==> src/rtl/adc_stream_pkg.sv <==
// Shared definitions for the ADC record unpacker: input record layout,
// default marker, output flag bit positions, FIFO entry format and the
// output FSM state encoding.
package adc_stream_pkg;

  localparam int IDX_LSB = 64;
  localparam int IDX_W   = 64;
  localparam int CHA_LSB = 48;
  localparam int CHB_LSB = 32;
  localparam int SUM_LSB = 16;
  localparam int MRK_LSB = 0;
  localparam int FIELD_W = 16;

  localparam logic [15:0] MARKER_DEFAULT = 16'hA1B2;

  localparam int FLAG_SOE = 0;
  localparam int FLAG_GAP = 1;
  localparam int FLAG_OVF = 2;

  localparam int ENTRY_W = 115;

  typedef struct packed {
    logic [63:0] index;
    logic [15:0] ch_a;
    logic [15:0] ch_b;
    logic [15:0] sum;
    logic        soe;
    logic        gap;
    logic        ovf;
  } rec_entry_t;

  typedef enum logic [1:0] {
    ST_IDLE  = 2'd0,
    ST_BEAT0 = 2'd1,
    ST_BEAT1 = 2'd2
  } out_state_t;

endpackage

==> src/rtl/adc_rec_fifo.sv <==
// Single-clock record FIFO with show-ahead read: rd_data is the head entry
// whenever the FIFO is non-empty. Writes to a full FIFO and reads from an
// empty FIFO are ignored.
module adc_rec_fifo #(
  parameter int WIDTH = 8,
  parameter int DEPTH = 16
) (
  input  logic                     clk,
  input  logic                     rst_n,
  input  logic                     wr_en,
  input  logic [WIDTH-1:0]         wr_data,
  input  logic                     rd_en,
  output logic [WIDTH-1:0]         rd_data,
  output logic                     full,
  output logic                     empty,
  output logic [$clog2(DEPTH):0]   count
);

  localparam int AW = $clog2(DEPTH);
  localparam logic [AW:0] FULL_CNT = (AW+1)'(DEPTH);

  logic [WIDTH-1:0] mem [DEPTH];
  logic [AW-1:0]    wr_ptr;
  logic [AW-1:0]    rd_ptr;
  logic             do_wr;
  logic             do_rd;

  assign do_wr   = wr_en & ~full;
  assign do_rd   = rd_en & ~empty;
  assign full    = (count == FULL_CNT);
  assign empty   = (count == '0);
  assign rd_data = mem[rd_ptr];

  // pointer and occupancy bookkeeping
  always_ff @(posedge clk or negedge rst_n) begin
    if (!rst_n) begin
      wr_ptr <= '0;
      rd_ptr <= '0;
      count  <= '0;
    end else begin
      if (do_wr) wr_ptr <= wr_ptr + 1'b1;
      if (do_rd) rd_ptr <= rd_ptr + 1'b1;
      case ({do_wr, do_rd})
        2'b10:   count <= count + 1'b1;
        2'b01:   count <= count - 1'b1;
        default: count <= count;
      endcase
    end
  end

  // storage array, no reset needed since empty gates every read
  always_ff @(posedge clk) begin
    if (do_wr) mem[wr_ptr] <= wr_data;
  end

endmodule

==> src/rtl/adc_stream_unpacker.sv <==
// 128-bit ADC record stream to 64-bit two-beat stream, with marker check,
// event segmentation on index discontinuity, overflow flagging and
// statistics counters.
// Optional feature macro: ADC_UNPACK_MARKER_CHECK_EN (marker check and
// bad_marker_count); when undefined every handshaken record is written.
//
// Output FSM states:
//   state    | meaning
//   ST_IDLE  | nothing to send, FIFO empty
//   ST_BEAT0 | presenting head record index, tuser = soe
//   ST_BEAT1 | presenting head record samples + flags, tlast = 1; pop on handshake
module adc_stream_unpacker
  import adc_stream_pkg::*;
#(
  parameter int          FIFO_DEPTH = 16,
  parameter logic [15:0] MARKER     = MARKER_DEFAULT
) (
  input  logic         aclk,
  input  logic         aresetn,
  input  logic         s_axis_tvalid,
  output logic         s_axis_tready,
  input  logic [127:0] s_axis_tdata,
  output logic         m_axis_tvalid,
  input  logic         m_axis_tready,
  output logic [63:0]  m_axis_tdata,
  output logic         m_axis_tuser,
  output logic         m_axis_tlast,
  input  logic         clear_counters,
  output logic [31:0]  records_count,
  output logic [31:0]  events_count,
  output logic [15:0]  bad_marker_count,
  output logic [31:0]  overflow_count
);

  localparam int CW = $clog2(FIFO_DEPTH) + 1;

  rec_entry_t  wr_entry;
  rec_entry_t  head;
  logic        fifo_full;
  logic        fifo_empty;
  logic [CW-1:0] fifo_count;
  logic        accept;
  logic        ovf_cycle;
  logic        marker_ok;
  logic        wr_en;
  logic        rd_en;
  logic [63:0] in_index;
  logic [63:0] prev_index;
  logic        prev_valid;
  logic        ovf_pending;
  logic        gap;
  logic        soe;
  logic [15:0] beat1_flags;
  out_state_t  state;
  out_state_t  state_nxt;

  assign s_axis_tready = aresetn & ~fifo_full;
  assign accept        = s_axis_tvalid & s_axis_tready;
  assign ovf_cycle     = s_axis_tvalid & ~s_axis_tready;

`ifdef ADC_UNPACK_MARKER_CHECK_EN
  logic bad_rec;
  assign marker_ok = (s_axis_tdata[MRK_LSB +: FIELD_W] == MARKER);
  assign bad_rec   = accept & ~marker_ok;
`else
  logic unused_marker;
  assign marker_ok     = 1'b1;
  assign unused_marker = (s_axis_tdata[MRK_LSB +: FIELD_W] == MARKER);
`endif

  assign wr_en    = accept & marker_ok;
  assign in_index = s_axis_tdata[IDX_LSB +: IDX_W];
  // unsigned 64-bit add wraps, so FFFF..F -> 0 counts as contiguous
  assign gap      = prev_valid && (in_index != prev_index + 64'd1);
  assign soe      = ~prev_valid | gap;

  assign wr_entry.index = in_index;
  assign wr_entry.ch_a  = s_axis_tdata[CHA_LSB +: FIELD_W];
  assign wr_entry.ch_b  = s_axis_tdata[CHB_LSB +: FIELD_W];
  assign wr_entry.sum   = s_axis_tdata[SUM_LSB +: FIELD_W];
  assign wr_entry.soe   = soe;
  assign wr_entry.gap   = gap;
  assign wr_entry.ovf   = ovf_pending;

  adc_rec_fifo #(
    .WIDTH (ENTRY_W),
    .DEPTH (FIFO_DEPTH)
  ) u_fifo (
    .clk     (aclk),
    .rst_n   (aresetn),
    .wr_en   (wr_en),
    .wr_data (wr_entry),
    .rd_en   (rd_en),
    .rd_data (head),
    .full    (fifo_full),
    .empty   (fifo_empty),
    .count   (fifo_count)
  );

  // segmentation history and sticky overflow; bad-marker records touch neither
  always_ff @(posedge aclk or negedge aresetn) begin
    if (!aresetn) begin
      prev_valid  <= 1'b0;
      prev_index  <= '0;
      ovf_pending <= 1'b0;
    end else begin
      if (wr_en) begin
        prev_valid <= 1'b1;
        prev_index <= in_index;
      end
      if (ovf_cycle)  ovf_pending <= 1'b1;
      else if (wr_en) ovf_pending <= 1'b0;
    end
  end

  // saturating statistics counters, clear wins over increment
  always_ff @(posedge aclk or negedge aresetn) begin
    if (!aresetn) begin
      records_count  <= '0;
      events_count   <= '0;
      overflow_count <= '0;
    end else if (clear_counters) begin
      records_count  <= '0;
      events_count   <= '0;
      overflow_count <= '0;
    end else begin
      if (wr_en && ~&records_count)         records_count  <= records_count + 1'b1;
      if (wr_en && soe && ~&events_count)   events_count   <= events_count + 1'b1;
      if (ovf_cycle && ~&overflow_count)    overflow_count <= overflow_count + 1'b1;
    end
  end

`ifdef ADC_UNPACK_MARKER_CHECK_EN
  // bad-marker counter, same clear/saturation rules as the others
  always_ff @(posedge aclk or negedge aresetn) begin
    if (!aresetn)                               bad_marker_count <= '0;
    else if (clear_counters)                    bad_marker_count <= '0;
    else if (bad_rec && ~&bad_marker_count)     bad_marker_count <= bad_marker_count + 1'b1;
  end
`else
  assign bad_marker_count = '0;
`endif

  // output FSM state register
  always_ff @(posedge aclk or negedge aresetn) begin
    if (!aresetn) state <= ST_IDLE;
    else          state <= state_nxt;
  end

  // next state and beat outputs; outputs depend only on state and FIFO head,
  // both of which are frozen while a beat is stalled
  always_comb begin
    state_nxt     = state;
    rd_en         = 1'b0;
    m_axis_tvalid = 1'b0;
    m_axis_tdata  = '0;
    m_axis_tuser  = 1'b0;
    m_axis_tlast  = 1'b0;
    beat1_flags           = '0;
    beat1_flags[FLAG_SOE] = head.soe;
    beat1_flags[FLAG_GAP] = head.gap;
    beat1_flags[FLAG_OVF] = head.ovf;
    case (state)
      ST_IDLE: begin
        if (!fifo_empty) state_nxt = ST_BEAT0;
      end
      ST_BEAT0: begin
        m_axis_tvalid = 1'b1;
        m_axis_tdata  = head.index;
        m_axis_tuser  = head.soe;
        if (m_axis_tready) state_nxt = ST_BEAT1;
      end
      ST_BEAT1: begin
        m_axis_tvalid = 1'b1;
        m_axis_tdata  = {head.ch_a, head.ch_b, head.sum, beat1_flags};
        m_axis_tlast  = 1'b1;
        if (m_axis_tready) begin
          rd_en     = 1'b1;
          state_nxt = (fifo_count > CW'(1) || wr_en) ? ST_BEAT0 : ST_IDLE;
        end
      end
      default: state_nxt = ST_IDLE;
    endcase
  end

endmodule

==> config.mk <==
export PLATFORM = sky130hd
export DESIGN_NAME = adc_stream_unpacker
export DESIGN_NICKNAME = d
export VERILOG_FILES = /design/src/rtl/adc_stream_pkg.sv /design/src/rtl/adc_rec_fifo.sv /design/src/rtl/adc_stream_unpacker.sv
export SDC_FILE = /design/constraint.sdc
export NUM_CORES = 2
export LEC_CHECK = 0
export ABC_AREA = 1
export BUFFER_PORTS_ARGS = -buffer_cell sky130_fd_sc_hd__buf_2
export CORE_UTILIZATION = 30
export CTS_BUF_LIST = sky130_fd_sc_hd__clkbuf_16
export DETAILED_ROUTE_END_ITERATION = 16
export SETUP_SLACK_MARGIN = 0.5
export SLEW_MARGIN = 40
export SYNTH_ARGS = -nofsm -noshare
export SYNTH_HDL_FRONTEND = slang
export SYNTH_SLANG_ARGS = --single-unit
==> constraint.sdc <==
create_clock -name aclk -period 8 [get_ports aclk]
set_input_delay 1.2 -clock aclk [delete_from_list [all_inputs] [get_ports aclk]]
set_output_delay 1.2 -clock aclk [all_outputs]
set_load 0.1 [all_outputs]
* After elaboration in Yosys (flattened, before gate mapping) *
Memories as Yosys holds them, arrays and structs flattened.
Cells that the tools add are included.

storage, ports and cells
  input port bits = 133
  output and inout bits = 180
  RAM bits = 1840
  flip-flop bits (word level) = 177
  memories kept = 1

operators by class
  $add $sub $neg = 8
  mux-type cells = 22
  equal/unequal tests = 9
  reductions and logical operators = 21
  order comparisons = 1
  bitwise operators = 10

memories
  memory      words  width  rd ports  clocked after memory_dff  wr ports  line                source
  u_fifo.mem  16     115    1         0                         1         adc_rec_fifo.sv:22  logic [WIDTH-1:0] mem [DEPTH];

operator list
  operator               count
  $mux 32                6
  $pmux 64 s2            1
  $add 32x1->32 const B  3
  $reduce_and 32->1      3
  $add 64x1->64 const B  1
  $ne 64x64->1           1
  $mux 1                 10
  $pmux 5 s2             1
  $reduce_bool 2->1      5
  $add 4x1->4 const B    2
  $mux 2                 3
  $ne 2x2->1 const B     3
  $pmux 2 s3             1
  $add 5x1->5 const B    1
  $and 1x1->1            5
  $eq 5x5->1 const B     1
  $gt 5x1->1 const B     1
  $logic_and 1x1->1      5
  $logic_not 5->1        1
  $sub 5x1->5 const B    1
  $eq 2x1->1 const B     2
  $eq 2x2->1 const B     2
  $not 1->1              4
  $logic_not 1->1        3
  other kinds (5)        5

* Depth between registers and ports, before layout *
  word-level depth = 8
  depth in mapped cells = 21
  gate-level depth less buffers = 20

* Hierarchy *
Synthesis repeated with hierarchy kept, for this count alone.

second synthesis, totals
  cell total of the unflattened synthesis = 9221
  area, all modules = 89945.0 um^2

by module, submodules not included
  module               area each (um^2)  seq. area each (um^2)  cells an instance  instances
  adc_rec_fifo         77359.2           55578.3                7269               1
  adc_stream_unpacker  12585.8           4103.9                 1952               1

* Worst setup path before layout *
OpenSTA, ideal clock, no wires.

  kind = in2reg
  start = in s_axis_tvalid
  end = mem u_fifo.mem[0][0] (netlist name) (enable)
  setup slack = 680 ps
  path buffers = 1
  stages on the path = 5
  data required time = 7409 ps
  arrival time = 6730 ps
  cells stage by stage = inv_1 nor2_2 clkbuf_1 nand2_1 nor2_1

between the ends
  word-level cells in the longest chain between the ends = 4

RTL lines
  element                       line                       source
  start: declaration            adc_stream_unpacker.sv:20  input logic s_axis_tvalid,
  $and 1x1->1                   adc_stream_unpacker.sv:58  assign accept = s_axis_tvalid & s_axis_tready;
  $and 1x1->1                   adc_rec_fifo.sv:28         assign do_wr = wr_en & ~full;
  $mux 1                        adc_rec_fifo.sv:53         if (do_wr) mem[wr_ptr] <= wr_data;
  $mux 1 (implied by the code)  adc_rec_fifo.sv:53
  end: declaration              adc_rec_fifo.sv:22

No other way between the ends.

* Worst setup path in the final report *
  start = reg u_fifo.rd_ptr[0]
  end = out m_axis_tdata[61]

between the ends
  word-level cells in the longest chain between the ends = 2

RTL lines
  element                   line                        source
  start: declaration        adc_rec_fifo.sv:24          logic [AW-1:0] rd_ptr;
  start signal: assignment  adc_rec_fifo.sv:42          if (do_rd) rd_ptr <= rd_ptr + 1'b1;
  $mem_v2 16x115            --
  $pmux 64 s2               adc_stream_unpacker.sv:163  case (state)
  end: declaration          adc_stream_unpacker.sv:25   output logic [63:0] m_axis_tdata,

No other way between the ends.

==> metrics.csv <==
metric;value;unit
peakVddDrop;0.000263;V
h-tree-depth;4;
cts_tree;done;
numCtsBuffers;196;
cp-end-kind;primary output;
grt_pass1_vias;54700;
port_buffers;280;
place.gp.congestion;0.893;
core;0.276;sq mm
cts_sinks;2017;
skew;62.4;ps
min_period_over_period;0.769;
grt_pass1_wl;374000;microns
cp.required;6800;ps
crit_type;flop to primary output;
cts_root_buf;clkbuf_16;
grt.overflow.total;0;
synth.most_common_cell;edfxtp_1;
vias_per_cell;5.31;
initial_utilization;0.302;
maxSlewViolCount;0;
rsz0062_at_grt;false;
post_cts_buffers;0;
dr.pass1.iters;6;
cts_hold_buf;0;
rows;193;
min_period;6150;ps
nNetsFinal;7113;
pin_count;313;
drt-total-wl;262000;microns
cp-start-kind;flop;
dp.cells;10500;
cts.repair.resized;0;
synth_enable_flop_cells;1840;
yosysWarnings;0;
drtAntennaViolNets;0;
critPathMaxFanout;161;
yosysUniqueCellTypes;47;
die_x;529;microns
yosysTopAreaCell;edfxtp_1;
crit_arrival;4950;ps
place_ws;2660;ps
outcome;finished, final reports clean;
drc_errors;0;
synthTopCellsByCount;1840 x edfxtp_1, 1145 x nor2_1, 984 x o21ai_0;
cellLeakagePower;31.8;nW
netlist_instances;6815;
slew_headroom;0.301;
instances_no_fill;10800;
layout-drive-gt1-share;0.101;
holdWs;384;ps
drt_iter0_drc;6740;
place_hpwl;146000;microns
ctsLongestPathBuffers;4;
synth_area_leaders;edfxtp_1 66%, o21ai_0 5.9%, dfrtp_1 5.3%;
dieArea;0.280;sq mm
worstMarginPinSlew;1050;ps
ys.flop_type;edfxtp_1;
syn_area;0.0834;sq mm
synthArstFlopShare;0.0878;
path_clk_slew;60;ps
wl_per_cell;24.2;microns
syn_area_per_cell;12.2;sq um
clock_latency;860;ps
cap_violations;0;
vias;57600;
ys_ff_latch;2017;
finalHoldViolations;0;
grt_max_degree;193;
syn_to_final_growth;14.9;%
fin_setup_tns;0;ps
antenna_found_initial;83;
power;32.0;mW
fin_ws;1850;ps
die-height;529;microns
finalSetupViolCount;0;
ys_seq_area_frac;0.716;
gr-usage-all-layers;0.181;
synth_top_area_frac;0.663;
power_density;334;mW/mm^2
fmax;163;MHz
hold_path.class;input pin to asynchronous set/reset pin;
==> path summary, 6_finish.rpt <==
| path | from | endpoint | slack (ps) | cells after the start |
|---|---|---|---|---|
| worst max-delay path | u_fifo.rd_ptr[0] | m_axis_tdata[61] | 1850 | 9 |
| worst min-delay path | aresetn | overflow_count[31] | 380 | 1 |
| worst max register to register | prev_index[0] | events_count[1] | 4120 | 17 |
| worst min register to register | overflow_count[31] | overflow_count[31] | 510 | 1 |
| max in group asynchronous | aresetn | u_fifo.rd_ptr[2] | 5770 | 3 |
| min in group aclk | overflow_count[31] | overflow_count[31] | 510 | 1 |
==> state kept, by name, indices dropped and copies added (netlist names), 4 cells and up <==
| register | flops |
|---|---|
| events_count | 32 |
| overflow_count | 32 |
| prev_index | 64 |
| records_count | 32 |
| u_fifo.count | 5 |
| u_fifo.mem | 1840 |
| u_fifo.rd_ptr | 4 |
| u_fifo.wr_ptr | 4 |
==> cells by family (layout without fill, tap and decap cells) <==
kind of cell             Yosys count  after routing  share of synthesized area
adder cells (fa/ha/maj)           17             17                    0.00255
AO/OA/AOI/OAI                   1817           1817                      0.132
AND/OR/NAND/NOR                 2188           2188                      0.108
buffers and inverters            678            960                     0.0317
other                              1             43                  0.0000450
flip-flops                      2017           2017                      0.716
XOR/XNOR                          97             97                     0.0102
==> stage by stage <==
| step | area (sq um) | utilization |
|---|---|---|
| floorplan | 83400 | - |
| global placement | 88800 | 0.321 |
| detailed placement | 89500 | 0.324 |
| CTS | 95600 | 0.346 |
| global route | 95700 | 0.346 |
| finish | 95800 | 0.346 |
==> critical path, stage by stage (launching register included) <==
cell      delay [ps]
dfrtp_4          620
buf_12           260
inv_8            550
buf_12           530
o21ai_0          160
o221ai_1         200
nand3_1          120
a21oi_1          770
o21a_1           350
buf_2            470
==> area by class of cell <==
cell class | count | area [sq um]
multi-input cells | 4135 | 21300
fillers | 26900 | 181000
well taps | 3705 | 4640
clock buffers | 199 | 4980
clock inverters | 148 | 1120
diodes | 27 | 67.6
flip-flops and latches | 2017 | 59700
inverters | 224 | 871
repair buffers | 389 | 3120
==> power by group <==
| group | total [mW] | leakage, nW | internal (mW) | switching [mW] |
|---|---|---|---|---|
| Combinational | 10.7 | 9.68 | 2.57 | 8.12 |
| Clock | 9.00 | 3.13 | 5.04 | 3.96 |
| Sequential | 12.3 | 18.9 | 12.1 | 0.281 |
| Total | 32.0 | 31.8 | 19.7 | 12.4 |
==> layer usage <==
metal	vias up	part of all wire	global-route usage
met5	-	0.0011	0
met4	42	0.028	0.0569
met3	431	0.099	0.0382
met2	2726	0.45	0.282
met1	28900	0.42	0.250
li1	25500	-	-
==> placed cells by master (no fill, tap or decap), types with 153 or more instances in the layout <==
cell       Yosys  layout
nor2_1      1145    1128
o21ai_0      984     984
clkbuf_16      0     199
buf_2         11     279
nand3_1      203     203
edfxtp_1    1840    1840
a21oi_1      158     153
inv_1        215     254
o221ai_1     328     328
dfrtp_1      177     173
nand2_1      639     639
Note: power is estimated with default switching activity, not from simulation.
